==> config.mk <==
export PLATFORM = sky130hd
export DESIGN_NAME = fetch_unit
export DESIGN_NICKNAME = d
export VERILOG_FILES = /design/src/rtl/fetch_unit.sv
export SDC_FILE = /design/constraint.sdc
export NUM_CORES = 1
export LEC_CHECK = 0
export CORE_ASPECT_RATIO = 1.1
export CORE_MARGIN = 5
export CORE_UTILIZATION = 50
export CTS_BUF_LIST = sky130_fd_sc_hd__clkbuf_16
export CTS_CLUSTER_DIAMETER = 50
export CTS_CLUSTER_SIZE = 20
export DETAILED_ROUTE_END_ITERATION = 10
export GPL_ROUTABILITY_DRIVEN = 0
export PLACE_DENSITY = 0.82
export SYNTH_ARGS = -nofsm -noshare
export SYNTH_HDL_FRONTEND = slang
export SYNTH_SLANG_ARGS = --single-unit
==> constraint.sdc <==
create_clock -name clk -period 11.6 [get_ports clk]
set_input_delay 1.16 -clock clk [delete_from_list [all_inputs] [get_ports clk]]
set_output_delay 1.16 -clock clk [all_outputs]
set_load 0.01 [all_outputs]
==> src/rtl/fetch_unit.sv <==
// Instruction fetch: PC, single-outstanding imem requests, small instruction queue feeding F/D.
// Optional perf counters under `ifdef FETCH_PERF_EN.
module fetch_unit #(
  parameter logic [31:0] RESET_PC = 32'h0000_0000,
  parameter int          QDEPTH   = 2
) (
  input  logic        clk,
  input  logic        rst,
  input  logic        stall_D,
  input  logic        redirect,
  input  logic [31:0] redirect_pc,
  output logic        imem_req,
  output logic [31:0] imem_addr,
  input  logic        imem_ack,
  input  logic        imem_rvalid,
  input  logic [31:0] imem_rdata,
  output logic [31:0] inst_F,
  output logic [31:0] pc_F,
`ifdef FETCH_PERF_EN
  output logic [31:0] perf_bubbles,
  output logic [31:0] perf_redirects,
`endif
  output logic        flush_F
);

  localparam int             AW   = $clog2(QDEPTH);
  localparam logic [AW:0]    QCAP = (AW+1)'(QDEPTH);

  typedef struct packed {
    logic [31:0] inst;
    logic [31:0] pc;
  } qent_t;

  typedef enum logic {FETCH, DROP} state_t;

  state_t        state, state_n;
  logic [31:0]   pc, req_pc;
  logic          outstanding, outstanding_n;
  qent_t         q [QDEPTH];
  qent_t         head;
  logic [AW-1:0] rd_ptr, wr_ptr;
  logic [AW:0]   count;
  logic          accept, push, pop;

  always_comb begin
    imem_req = !rst && (state == FETCH) && !redirect && !outstanding && (count < QCAP);
    accept   = imem_req && imem_ack;
    // A response arriving alongside a redirect belongs to the old path.
    push     = (state == FETCH) && outstanding && imem_rvalid && !redirect;
    pop      = (count != '0) && !stall_D && !redirect;
  end

  always_comb begin
    state_n       = state;
    outstanding_n = outstanding;
    if (redirect) begin
      if (outstanding && !imem_rvalid) begin
        state_n = DROP;
      end else begin
        state_n       = FETCH;
        outstanding_n = 1'b0;
      end
    end else if (outstanding && imem_rvalid) begin
      state_n       = FETCH;
      outstanding_n = 1'b0;
    end else if (accept) begin
      outstanding_n = 1'b1;
    end
  end

  always_ff @(posedge clk) begin
    if (rst) begin
      state       <= FETCH;
      outstanding <= 1'b0;
      pc          <= RESET_PC;
      req_pc      <= RESET_PC;
      rd_ptr      <= '0;
      wr_ptr      <= '0;
      count       <= '0;
    end else begin
      state       <= state_n;
      outstanding <= outstanding_n;
      if (redirect) begin
        pc     <= redirect_pc;
        rd_ptr <= '0;
        wr_ptr <= '0;
        count  <= '0;
      end else begin
        if (accept) begin
          pc     <= pc + 32'd4;
          req_pc <= pc;
        end
        if (push) wr_ptr <= wr_ptr + 1'b1;
        if (pop)  rd_ptr <= rd_ptr + 1'b1;
        case ({push, pop})
          2'b10:   count <= count + 1'b1;
          2'b01:   count <= count - 1'b1;
          default: count <= count;
        endcase
      end
    end
  end

  // Storage needs no reset; count gates every read.
  always_ff @(posedge clk) begin
    if (push) q[wr_ptr] <= qent_t'{inst: imem_rdata, pc: req_pc};
  end

  always_comb begin
    head      = q[rd_ptr];
    imem_addr = pc;
    inst_F    = (count != '0) ? head.inst : 32'h0;
    pc_F      = (count != '0) ? head.pc   : pc;
    flush_F   = (count == '0) || redirect;
  end

`ifdef FETCH_PERF_EN
  always_ff @(posedge clk) begin
    if (rst) begin
      perf_bubbles   <= '0;
      perf_redirects <= '0;
    end else begin
      if (flush_F && !stall_D && (perf_bubbles != '1)) perf_bubbles <= perf_bubbles + 1'b1;
      if (redirect && (perf_redirects != '1))          perf_redirects <= perf_redirects + 1'b1;
    end
  end
`endif

endmodule
==> results of run 1 <==
-- power by group through the flow --
| stage | Clock (uW) | Sequential (uW) | Combinational [uW] |
|---|---|---|---|
| 3_5_place_dp | 0 | 796 | 111 |
| 6_report | 542 | 781 | 111 |
| 4_1_cts | 551 | 780 | 112 |
| 3_3_place_gp | 0 | 795 | 109 |
| 5_1_grt | 585 | 782 | 121 |
| 2_1_floorplan | 0 | 792 | 42.8 |
-- routing by layer --
layer / GRT usage / wire [um]
met1: 0.275 / 8290
met2: 0.329 / 9190
met3: 0.0445 / 1420
met4: 0.0818 / 503
met5: 0 / 0
-- Yosys cell counts (all sizes together) (11+ instances only) --
master,count,area (um^2)
buf,12,57.6
a21oi,46,230
o21ai,40,200
dfxtp,71,1420
nand2,112,420
nor2,60,233
inv,18,67.6
xnor2,11,96.3
nand3,11,55.1
mux2i,69,691
clkbuf,33,124
nand4,14,93.8
edfxtp,128,3840
-- metrics by stage --
step	worst slack, ns	util
finish	7.37	0.651
global route	7.23	0.651
CTS	7.34	0.651
detailed placement	7.37	0.618
global placement	7.40	0.618
floorplan	6.98	-
-- worst max path at each step --
stage               startpoint       end  slack [ns]  depth (start not counted)
floorplan             redirect   q[0][0]        6.98                          3
global placement      redirect  imem_req        7.40                          5
detailed placement    redirect  imem_req        7.37                          5
CTS                   redirect  imem_req        7.34                          5
global route          count[1]  pc_F[24]        7.23                          5
finish                redirect  imem_req        7.37                          5
-- state kept, by name (all words and copies together) (netlist names), named ones only --
name and cells:
count 2, imem_addr 32, outstanding 1, q 128, rd_ptr 1, req_pc 32
state 1, wr_ptr 1
-- final cells by class --
class,instances,area (um^2),area share
Clock buffer,17,425,0.0404
Inverter,18,67.6,0.00641
Timing Repair Buffer,173,1710,0.162
Clock inverter,15,116,0.0110
Multi-Input combinational cell,446,2700,0.256
Tap cell,204,255,0.0242
Sequential cell,199,5270,0.500
-- worst reg2reg max path, stage by stage (launching register included) --
cell and delay [ns]:
dfxtp_1 0.38, or4b_1 0.75, nor2_4 0.93, nand4_1 0.23, xor2_1 0.22, a211oi_1 0.23
-- kinds of logic (layout without fill, tap and decap cells) --
family,after synthesis,in the layout,synth area share
xor gates and xnor gates,15,15,0.0161
and+or+nand+nor,234,234,0.128
AOI/OAI and AO/OA,125,125,0.0928
adders and majority gates,2,2,0.00306
DFF,199,199,0.644
muxes,70,70,0.0858
buffers and inverters,63,223,0.0304
==> impl_metrics.ini, run 1 <==
[run_status]
status = finished, final reports clean

[detailed_routing]
wire_per_inst_um = 18.1
ant_nets = 0
avgViaCountPerCell = 5.50
drc = 0
dr.pass1.iters = 5
routed_wl_um = 19400
num_vias = 5891
drt_iter0_drc = 480

[clock_network]
post_cts_buffers = 0
cts_tree = done
clock-root-buffer = clkbuf_16
cts.clk_slew.worst_paths_ns = 0.06
cts_hold_buf = 0
cts-htree-levels = 4
clk_latency_ns = 0.43
cts_resized = 0
cts_buffers = 17
cts_buffer_depth = 2
clock-sinks = 199

[sta]
finClkSkew_ns = 0.00737
tns_ns = 0
drv_slew = 0
rsz0062_at_grt = false
period_needed_ns = 4.23
fmaxAchievable_mhz = 236
fin_crit_sh = 0.365
final_hold_viol_count = 0
relSlewSlack = 0.223
tightestPinTransition_ns = 1.17
setup_viol = 0
holdWs_ns = 0.451

[worst_hold_path]
hp-class = flip-flop to flip-flop
hold_path_startpoint = req_pc[2]
hold_path_end = q[0][2]
holdPathStages = 0

[logic_synthesis]
synthArstFlopShare = 0
ys_types = 53
syn_nets = 780
yosysSeqAreaShare = 0.644
ys_ff_latch = 199
syn-cell-area_mm2 = 0.00818
synthCells = 708
ys_warn_count = 0
synth_flop_cell = edfxtp_1
synth_edf_count = 128
synth.avg_cell_area_um2 = 11.6

[critical_path]
cp_top_family = buffers and inverters
rr_worst_depth = 5
ff2ff_setup_slack_ns = 8.78
worstSetupPathType = input port to output pin
reg2reg_to = imem_addr[22]
crit_buf_inv = 3
arrival_ns = 3.07
cp.required_ns = 10.44
reg2reg_from = count[1]
path_common_cell = clkdlybuf4s50_1
cp_cell_sequence = clkdlybuf4s50_1 > buf_4 > or2_2 > nor4_1 > clkdlybuf4s50_1
cp_max_fo = 34
endpoint_kind = output pin
crit_slowest_cell = clkdlybuf4s50_1
start_kind = input port
critical_path.max_stage_delay_ns = 0.60

[grt]
grt_pass1_vias = 5713
grt_use_total = 0.205
overflow = 0
grt_pass1_wl_um = 31100
antenna_found_initial = 0
grt_start_max_net_pins = 65

[cells_and_area]
fillerInstances = 1209
final_area_mm2 = 0.0105
layout.cells.non_filler = 1072
nets = 927
diodes = 0
final_common_cell = clkdlybuf4s50_1
area_delta_synth_final_pct = 28.9
mostFrequentLayoutCells = clkdlybuf4s50_1 (166), edfxtp_1 (128), nand2_1 (112), dfxtp_1 (70), mux2i_1 (69)
drive_above_1_share = 0.0565

[power]
clock_power_share = 0.378
p_switching_uw = 318
power_uw = 1430
pwr-share-comb = 0.078
power.internal_uw = 1120
p_sw_frac = 0.222
ir_drop_mv = 0.0920
power_density_mw_per_mm2 = 136
seqPwrFrac = 0.545
p_leak_uw = 0.00349

[floorplanning]
fp.dieArea_mm2 = 0.0190
die_w_um = 132
num_rows = 49
die_h_um = 144
core-area_mm2 = 0.0162
pin_count = 168
initial_core_util = 0.505

[placed_design]
io_buffers = 167
place_inst = 1040
dp_hpwl_um = 12500
postPlaceCellArea_mm2 = 0.0100

[run]
cap_violations = 0
Note: power is estimated with default switching activity, not from simulation.
==> inputs of run 2 (changes only) <==
- CORE_UTILIZATION: 50 -> 46
- PLACE_DENSITY: 0.82 -> 0.8
- clock period: 11.6 -> 3.7 ns (I/O delays scaled with it)
==> run 2 against run 1 <==
Against the previous run:
- power grew to 3.1 times the previous value
- routed wire length up 0.25%
- die area is 8.1% higher
- sequential power grew to 3.1 times the previous value
- core utilization down 4.6 points
- clock power rose to 3.1 times the previous value
- count of clock-buffer cells in the layout is the same
- via count shrank 0.98%
- sequential cell count did not move
- critical endpoint is now inst_F[27]
- largest cell class unchanged
==> impl_metrics.ini, run 2 (synthesized netlist as in run 1, its figures left out) <==
[critical_path]
cp.required_ns = 3.33
reg2reg_to = imem_addr[18]
crit_end = inst_F[27]
cp_max_fo = 50
critical_path.max_stage_delay_ns = 0.95
cp_cell_sequence = buf_4 > mux2i_1 > nor2_1 > clkdlybuf4s50_1
crit_slowest_cell = dfxtp_4
reg2reg_from = count[1]
start_kind = flip-flop
ff2ff_setup_slack_ns = 1.22
endpoint_kind = output pin
rr_worst_depth = 5
arrival_ns = 2.48
worstSetupPathType = flip-flop to output pin

[floorplanning]
initial_core_util = 0.464
pin_count = 168
num_rows = 51
fp.dieArea_mm2 = 0.0206
die_w_um = 137
die_h_um = 150
core-area_mm2 = 0.0176

[worst_hold_path]
hp-class = flip-flop to flip-flop

[grt]
overflow = 0
grt_use_total = 0.189
grt_pass1_wl_um = 30000
grt_start_max_net_pins = 63
antenna_found_initial = 0
grt_pass1_vias = 5741

[power]
p_sw_frac = 0.220
seqPwrFrac = 0.544
pwr-share-comb = 0.079
ir_drop_mv = 0.337
power.internal_uw = 3500
clock_power_share = 0.377
power_uw = 4490
p_switching_uw = 989
p_leak_uw = 0.00355
power_density_mw_per_mm2 = 421

[detailed_routing]
num_vias = 5833
dr.pass1.iters = 5
routed_wl_um = 19500
drc = 0
avgViaCountPerCell = 5.24
ant_nets = 0
drt_iter0_drc = 452
wire_per_inst_um = 17.5

[sta]
period_needed_ns = 2.85
tightestPinTransition_ns = 0.955
relSlewSlack = 0.357
setup_viol = 0
finClkSkew_ns = 0.00719
holdWs_ns = 0.456
fmaxAchievable_mhz = 351
drv_slew = 0
fin_crit_sh = 0.771
tns_ns = 0
rsz0062_at_grt = false
final_hold_viol_count = 0

[cells_and_area]
drive_above_1_share = 0.0651
mostFrequentLayoutCells = clkdlybuf4s50_1 (166), edfxtp_1 (128), nand2_1 (112), dfxtp_1 (70), mux2i_1 (69)
regMostFlops = q
largest_reg_flops = 128
nets = 934
area_delta_synth_final_pct = 30.3
postLayoutCoreUtil = 0.605
diodes = 0
final_common_cell = clkdlybuf4s50_1
final_area_mm2 = 0.0107

[clock_network]
post_cts_buffers = 0
cts_resized = 0
cts_buffer_depth = 2
cts.clk_slew.worst_paths_ns = 0.07
cts_buffers = 17
clock-root-buffer = clkbuf_16
cts-htree-levels = 4
clk_latency_ns = 0.42
cts_hold_buf = 0
cts_tree = done
clock-sinks = 199

[run]
cap_violations = 0

[placed_design]
io_buffers = 167
dp_hpwl_um = 13200
postPlaceCellArea_mm2 = 0.0101

[run_status]
status = finished, final reports clean
-- run 2: cell count changes in the layout (fill, tap and decap cells not counted) --
cell,delta
buf_4,+5
inv_6,+4
clkinv_2,-1
clkinv_1,-3
inv_2,+2
inv_1,+2
clkinvlp_4,+1
clkinv_4,-5
buf_12,+2
-- run 2: worst max-delay path, delay by kind of cell (launching register included) --
kind	cells	cell delay, ns
buf+inv	2	0.84
mux	1	0.21
flops	1	0.95
simple gates	1	0.06
-- run 2: worst min path at each step --
stage / cells after the start / startpoint / to / slack [ns]
6_report: 0 / req_pc[18] / q[0][18] / 0.46
3_3_place_gp: 0 / req_pc[16] / q[1][16] / 0.43
5_1_grt: 0 / req_pc[26] / q[0][26] / 0.46
4_1_cts: 0 / req_pc[22] / q[0][22] / 0.45
2_1_floorplan: 0 / req_pc[0] / q[0][0] / 0.43
3_5_place_dp: 0 / req_pc[19] / q[1][19] / 0.44
-- run 2: per-stage QoR --
| step | setup slack, ns | instances |
|---|---|---|
| detailed placement | 0.819 | 1081 |
| global placement | 0.800 | 1081 |
| global route | 0.700 | 1113 |
| floorplan | -0.125 | 708 |
| CTS | 0.768 | 1113 |
| finish | 0.847 | 1113 |
-- run 2: cell type report --
| cell class | count | area [um^2] |
|---|---|---|
| Tap cell | 238 | 298 |
| Timing Repair Buffer | 180 | 1790 |
| Inverter | 18 | 67.6 |
| Fill cell | 1439 | 6950 |
| Clock inverter | 15 | 114 |
| Multi-Input combinational cell | 446 | 2700 |
| Sequential cell | 199 | 5270 |
| Clock buffer | 17 | 425 |
-- run 2: power by group through the flow --
stage | Sequential [uW] | Combinational (uW) | Clock, uW
finish | 2450 | 353 | 1690
global route | 2450 | 382 | 1820
CTS | 2440 | 356 | 1730
detailed placement | 2490 | 353 | 0
global placement | 2490 | 346 | 0
floorplan | 2480 | 134 | 0
-- run 2: metal layers --
layer / track usage / vias up / wire (um) / share of wire
met3: 0.0467 / 27 / 1550 / 0.080
met2: 0.307 / 228 / 9320 / 0.48
met1: 0.246 / 2722 / 8220 / 0.42
met4: 0.0684 / 0 / 360 / 0.019
met5: 0 / - / 0 / 0
li1: - / 2856 / - / -
